### src/rtl/complex_mult_seq.sv
// rtl/complex_mult_seq.sv - time-multiplexed signed complex multiplier (one shared W x W multiplier)
//
// Computes p = a * b, or p = a * conj(b) when conj is set, by running the
// four partial products through one signed multiplier in four clock cycles.
// A new request is accepted in IDLE and also in M3, the final cycle of an
// operation, so a continuously held start produces one result every 4 cycles.
//
// Ports:
//   clk               system clock, rising edge
//   Reset             asynchronous, active-low reset
//   start             request, accepted only while busy is low
//   conj              1: multiply by the conjugate of b (latched with start)
//   a_re/a_im         operand a, signed W bits
//   b_re/b_im         operand b, signed W bits
//   busy              operands latched and partial products still pending
//   done              one-cycle pulse, p_re/p_im/ovf valid from this cycle
//   p_re/p_im         signed results, OUT_W bits each, held until next done
//   ovf               either component fell outside the signed OUT_W range

module complex_mult_seq #(
   parameter int W     = 4,
   parameter int OUT_W = 2*W+1,
   parameter bit SAT   = 1'b1
) (
   input  logic             clk,
   input  logic             Reset,
   input  logic             start,
   input  logic             conj,
   input  logic [W-1:0]     a_re,
   input  logic [W-1:0]     a_im,
   input  logic [W-1:0]     b_re,
   input  logic [W-1:0]     b_im,
   output logic             busy,
   output logic             done,
   output logic [OUT_W-1:0] p_re,
   output logic [OUT_W-1:0] p_im,
   output logic             ovf
);

   localparam int AW = 2*W+1;

   typedef enum logic [2:0] {
      S_IDLE = 3'd0,
      S_M0   = 3'd1,
      S_M1   = 3'd2,
      S_M2   = 3'd3,
      S_M3   = 3'd4
   } state_t;

   state_t state_q, state_d;

   logic                 accept;
   logic signed [W-1:0]  ar_q, ar_d, ai_q, ai_d, br_q, br_d, bi_q, bi_d;
   logic                 conj_q, conj_d;
   logic signed [AW-1:0] acc_re_q, acc_re_d, acc_im_q, acc_im_d;
   logic [OUT_W-1:0]     p_re_q, p_re_d, p_im_q, p_im_d;
   logic                 ovf_q, ovf_d;
   logic                 done_q, done_d;

   logic signed [W-1:0]   mul_x, mul_y;
   logic signed [2*W-1:0] prod;
   logic signed [AW-1:0]  prod_ext;
   logic signed [AW-1:0]  fin_re, fin_im;
   logic [OUT_W-1:0]      nar_re, nar_im;
   logic                  oor_re, oor_im;

   // ---------------- state register ----------------
   always_ff @(posedge clk or negedge Reset) begin
      if (!Reset) begin
         state_q <= S_IDLE;
      end else begin
         state_q <= state_d;
      end
   end

   // ---------------- next state ----------------
   always_comb begin
      state_d = state_q;
      case (state_q)
         S_IDLE:  if (start) state_d = S_M0;
         S_M0:    state_d = S_M1;
         S_M1:    state_d = S_M2;
         S_M2:    state_d = S_M3;
         S_M3:    state_d = start ? S_M0 : S_IDLE;
         default: state_d = S_IDLE;
      endcase
   end

   // ---------------- outputs / multiplier operand select ----------------
   // M3 only needs the operands it latched earlier, so the latch is free to
   // take a new request on the same edge that retires the current one.
   always_comb begin
      busy   = (state_q == S_M0) || (state_q == S_M1) || (state_q == S_M2);
      accept = start && ((state_q == S_IDLE) || (state_q == S_M3));
      mul_x  = ar_q;
      mul_y  = br_q;
      case (state_q)
         S_M1:    begin mul_x = ai_q; mul_y = bi_q; end
         S_M2:    begin mul_x = ar_q; mul_y = bi_q; end
         S_M3:    begin mul_x = ai_q; mul_y = br_q; end
         default: begin mul_x = ar_q; mul_y = br_q; end
      endcase
   end

   // Operands are sign-extended first so the product is formed at full 2W width.
   assign prod     = (2*W)'(mul_x) * (2*W)'(mul_y);
   assign prod_ext = AW'(prod);

   assign fin_re = acc_re_q;
   assign fin_im = acc_im_q + prod_ext;

   // ---------------- result narrowing ----------------
   if (OUT_W >= AW) begin : g_wide
      assign nar_re = OUT_W'(fin_re);
      assign nar_im = OUT_W'(fin_im);
      assign oor_re = 1'b0;
      assign oor_im = 1'b0;
   end else begin : g_narrow
      localparam logic [OUT_W-1:0] MAX_V = {1'b0, {(OUT_W-1){1'b1}}};
      localparam logic [OUT_W-1:0] MIN_V = {1'b1, {(OUT_W-1){1'b0}}};
      logic [AW-OUT_W:0] top_re, top_im;

      // In range exactly when every bit from OUT_W-1 upward equals the sign.
      assign top_re = fin_re[AW-1:OUT_W-1];
      assign top_im = fin_im[AW-1:OUT_W-1];
      assign oor_re = !((&top_re) || !(|top_re));
      assign oor_im = !((&top_im) || !(|top_im));
      assign nar_re = (SAT && oor_re) ? (fin_re[AW-1] ? MIN_V : MAX_V) : fin_re[OUT_W-1:0];
      assign nar_im = (SAT && oor_im) ? (fin_im[AW-1] ? MIN_V : MAX_V) : fin_im[OUT_W-1:0];
   end

   // ---------------- datapath next values ----------------
   always_comb begin
      ar_d     = ar_q;
      ai_d     = ai_q;
      br_d     = br_q;
      bi_d     = bi_q;
      conj_d   = conj_q;
      acc_re_d = acc_re_q;
      acc_im_d = acc_im_q;
      p_re_d   = p_re_q;
      p_im_d   = p_im_q;
      ovf_d    = ovf_q;
      done_d   = 1'b0;
      case (state_q)
         S_M0: acc_re_d = acc_re_q + prod_ext;
         S_M1: acc_re_d = conj_q ? acc_re_q + prod_ext : acc_re_q - prod_ext;
         S_M2: acc_im_d = conj_q ? acc_im_q - prod_ext : acc_im_q + prod_ext;
         S_M3: begin
            acc_im_d = fin_im;
            p_re_d   = nar_re;
            p_im_d   = nar_im;
            ovf_d    = oor_re || oor_im;
            done_d   = 1'b1;
         end
         default: ;
      endcase
      if (accept) begin
         ar_d     = a_re;
         ai_d     = a_im;
         br_d     = b_re;
         bi_d     = b_im;
         conj_d   = conj;
         acc_re_d = '0;
         acc_im_d = '0;
      end
   end

   // ---------------- datapath registers ----------------
   always_ff @(posedge clk or negedge Reset) begin
      if (!Reset) begin
         ar_q     <= '0;
         ai_q     <= '0;
         br_q     <= '0;
         bi_q     <= '0;
         conj_q   <= 1'b0;
         acc_re_q <= '0;
         acc_im_q <= '0;
         p_re_q   <= '0;
         p_im_q   <= '0;
         ovf_q    <= 1'b0;
         done_q   <= 1'b0;
      end else begin
         ar_q     <= ar_d;
         ai_q     <= ai_d;
         br_q     <= br_d;
         bi_q     <= bi_d;
         conj_q   <= conj_d;
         acc_re_q <= acc_re_d;
         acc_im_q <= acc_im_d;
         p_re_q   <= p_re_d;
         p_im_q   <= p_im_d;
         ovf_q    <= ovf_d;
         done_q   <= done_d;
      end
   end

   assign done = done_q;
   assign p_re = p_re_q;
   assign p_im = p_im_q;
   assign ovf  = ovf_q;

endmodule

### config.mk
export PLATFORM = sky130hd
export DESIGN_NAME = complex_mult_seq
export DESIGN_NICKNAME = d
export VERILOG_FILES = /design/src/rtl/complex_mult_seq.sv
export SDC_FILE = /design/constraint.sdc
export NUM_CORES = 1
export LEC_CHECK = 0
export ABC_AREA = 1
export BUFFER_PORTS_ARGS = -buffer_cell sky130_fd_sc_hd__buf_4
export CAP_MARGIN = 10
export CORE_MARGIN = 4
export CORE_UTILIZATION = 45
export CTS_BUF_LIST = sky130_fd_sc_hd__clkbuf_16
export DETAILED_ROUTE_END_ITERATION = 16
export PLACE_DENSITY = 0.64
export SYNTH_ARGS = -nofsm -noshare
export SYNTH_HDL_FRONTEND = slang
export SYNTH_SLANG_ARGS = --single-unit
### constraint.sdc
create_clock -name clk -period 8.6 [get_ports clk]
set_input_delay 0.43 -clock clk [delete_from_list [all_inputs] [get_ports clk]]
set_output_delay 0.43 -clock clk [all_outputs]
set_load 0.05 [all_outputs]
==> out/metrics.yaml <==
setup_path:
  crit_required_ps: 8810
  end_kind: "flip-flop"
  path_max_fanout: 34
  cp_slowest_stage_delay_ps: 590
  crit_path_top_delay_cell: "fa_1"
  cp-start-kind: "flip-flop"
  criticalPathCategory: "reg2reg"
  cp.arrival_ps: 6100
logic_synthesis:
  synth.largest_area_cell: "dfrtp_1"
  synth_top_area_frac: 0.323
  synth_most_common_cell: "nand2_1"
  synth_nets: 648
  postSynthAreaPerCell_um2: 7.72
  synthTopCellsByArea: "dfrtp_1 (32%), nand2_1 (13%), ha_1 (12%)"
  synth_edf_count: 0
  ys_async_sr_fraction: 1.00
  synth_common_cells: "nand2_1 (151), inv_1 (82), dfrtp_1 (57), o21ai_0 (48), ha_1 (42)"
  ys_seq_area_frac: 0.323
  ys_ff_latch: 57
  synth_area_mm2: 0.00441
  ys_warn_count: 0
  synth_cells: 572
  synth_ff_type: "dfrtp_1"
  synth_cell_types: 43
outcome:
  outcome: "finished clean"
clock_network:
  clockBufferDepth: 2
  cts-resized-gates: 0
  numCtsBuffers: 9
  cts_tree: "done"
  htree_levels: 3
  cts_root_buf: "clkbuf_16"
  numClockSinks: 57
  clock_latency_ps: 320
  postCtsSetupBuffers: 0
  hold_buffers: 0
  worst_setup_hold_path_clk_slew_ps: 50
detailed_routing:
  wirelength_um: 10500
  via_count: 3790
  first_iter_violations: 172
  firstDrtPassIters: 5
  drc: 0
  drtAntennaViolNets: 0
  drt-vias-per-instance: 5.08
  avgRoutedWirePerCell_um: 14.0
timing:
  setup_tns_ps: 0
  slew_violations: 0
  hold_viol: 0
  clock.fmax_mhz: 170
  worst_pin_slew_ps: 733
  finalSetupViolCount: 0
  rsz0062_at_grt: "no"
  clock_skew_ps: 6.10
  finalCriticalPeriod_ps: 5890
  fin_crit_sh: 0.685
  maxSlewHeadroom: 0.511
grt:
  grt_max_degree: 58
  grt_util_all_layers: 0.197
  gr-total-overflow: 0
  grt_pass1_wl_um: 17900
  use_met1: 0.281
  grt_busiest_layer: "met2"
  use_met3: 0.0403
  antenna_found_initial: 0
  use_met2: 0.305
  grt_pass1_vias: 3702
placement:
  globalplace.congestion: 0.899
  portBuffers: 39
  hpwl_um: 7920
flow_run:
  drv_cap: 0
floorplan:
  ioPinCount: 41
  initial_core_util: 0.469
  fp-row-count: 35
  die_h_um: 107
  fp.dieW_um: 107
  dieArea_mm2: 0.0115
  core_mm2: 0.00942
min_path:
  hp-class: "in2async"
finish:
  fillerInstances: 905
  antenna_cells: 0
  nets: 688
  area_growth_pct: 16.4
  drive_above_1_share: 0.128
[worst max-delay path: cells and delay by family, from the launching register on]
| family | cells | cell delay [ps] |
|---|---|---|
| AO/OA/AOI/OAI | 3 | 440 |
| multiplexers | 1 | 380 |
| buffers and inverters | 4 | 230 |
| adder cells (fa/ha/maj) | 6 | 2590 |
| AND/OR/NAND/NOR | 14 | 1680 |
| flip-flops | 1 | 440 |
[flip-flops by register name, indices dropped and copies added, names as in the netlist]
signal,flops
acc_im_q,9
done,1
ai_q,4
acc_re_q,9
br_q,4
p_re,9
state_q,3
conj_q,1
bi_q,4
p_im,9
ar_q,4
[area by class of cell]
class                   count  area (um2)  area share
multi-input cells         417        2610       0.509
flip-flops and latches     57        1430       0.278
inverters                  88         333      0.0648
repair buffers             39         293      0.0570
clock buffers               9         225      0.0438
well taps                 129         161      0.0314
clock inverters             7        85.1      0.0166
[cells by family (layout without fill, tap and decap cells)]
family | after synthesis | in the layout | share of synthesized area
xor+xnor | 15 | 15 | 0.0298
compound gates | 99 | 99 | 0.123
mux | 1 | 1 | 0.00227
fa+ha+maj | 56 | 56 | 0.183
simple gates | 245 | 245 | 0.253
other cells | 1 | 1 | 0.000850
flops | 57 | 57 | 0.323
buf+inv | 98 | 143 | 0.0850
[final timing paths]
kind / depth (start not counted) / start / slack, ps / to
max in group asynchronous: 1 / Reset / 7940 / ai_q[0]
max: 28 / state_q[1] / 2710 / acc_im_q[8]
max reg2reg: 28 / state_q[1] / 2710 / acc_im_q[8]
min in group clk: 3 / b_re[1] / 300 / br_q[1]
min: 1 / Reset / 160 / p_im[3]
min reg2reg: 2 / p_re[6] / 470 / p_re[6]
[placed cells by master (no fill, tap or decap), drive strengths merged]
cell | Yosys | routed
nand2 | 163 | 163
inv | 86 | 86
dfrtp | 57 | 57
o21ai | 49 | 49
ha | 42 | 42
nor2 | 40 | 40
buf | 2 | 39
a21oi | 32 | 32
nand3 | 32 | 32
xor2 | 14 | 14
fa | 14 | 14
clkbuf | 8 | 9
o22ai | 6 | 6
clkinv | 2 | 6
nand4 | 4 | 4
a31oi | 3 | 3
nor4 | 2 | 2
a32o | 2 | 2
bufinv | 0 | 2
nand3b | 2 | 2
nor3 | 2 | 2
mux2i | 1 | 1
o2111ai | 1 | 1
o31a | 1 | 1
o21bai | 1 | 1
a22o | 1 | 1
xnor2 | 1 | 1
o31ai | 1 | 1
o311ai | 1 | 1
a211oi | 1 | 1
conb | 1 | 1
clkinvlp | 0 | 1
[per-stage QoR]
| stage | utilization | cell area (um2) | std cells | setup slack (ps) | hold WS [ps] |
|---|---|---|---|---|---|
| 2_1_floorplan | - | 4410 | 572 | 3410 | 134 |
| 3_3_place_gp | 0.513 | 4830 | 730 | 3000 | 467 |
| 3_5_place_dp | 0.513 | 4830 | 730 | 2740 | 469 |
| 4_1_cts | 0.546 | 5140 | 746 | 2690 | 205 |
| 5_1_grt | 0.546 | 5140 | 746 | 2280 | 229 |
| 6_report | 0.546 | 5140 | 746 | 2710 | 165 |
[layer usage]
metal / vias to the layer above / part of all wire
met2: 87 / 0.46
met5: - / 0
met3: 7 / 0.037
li1: 1926 / -
met4: 0 / 0.0085
met1: 1770 / 0.49
Power is not shown: default switching activity piles up to over one toggle a cycle in this logic, so the estimate is an artifact.
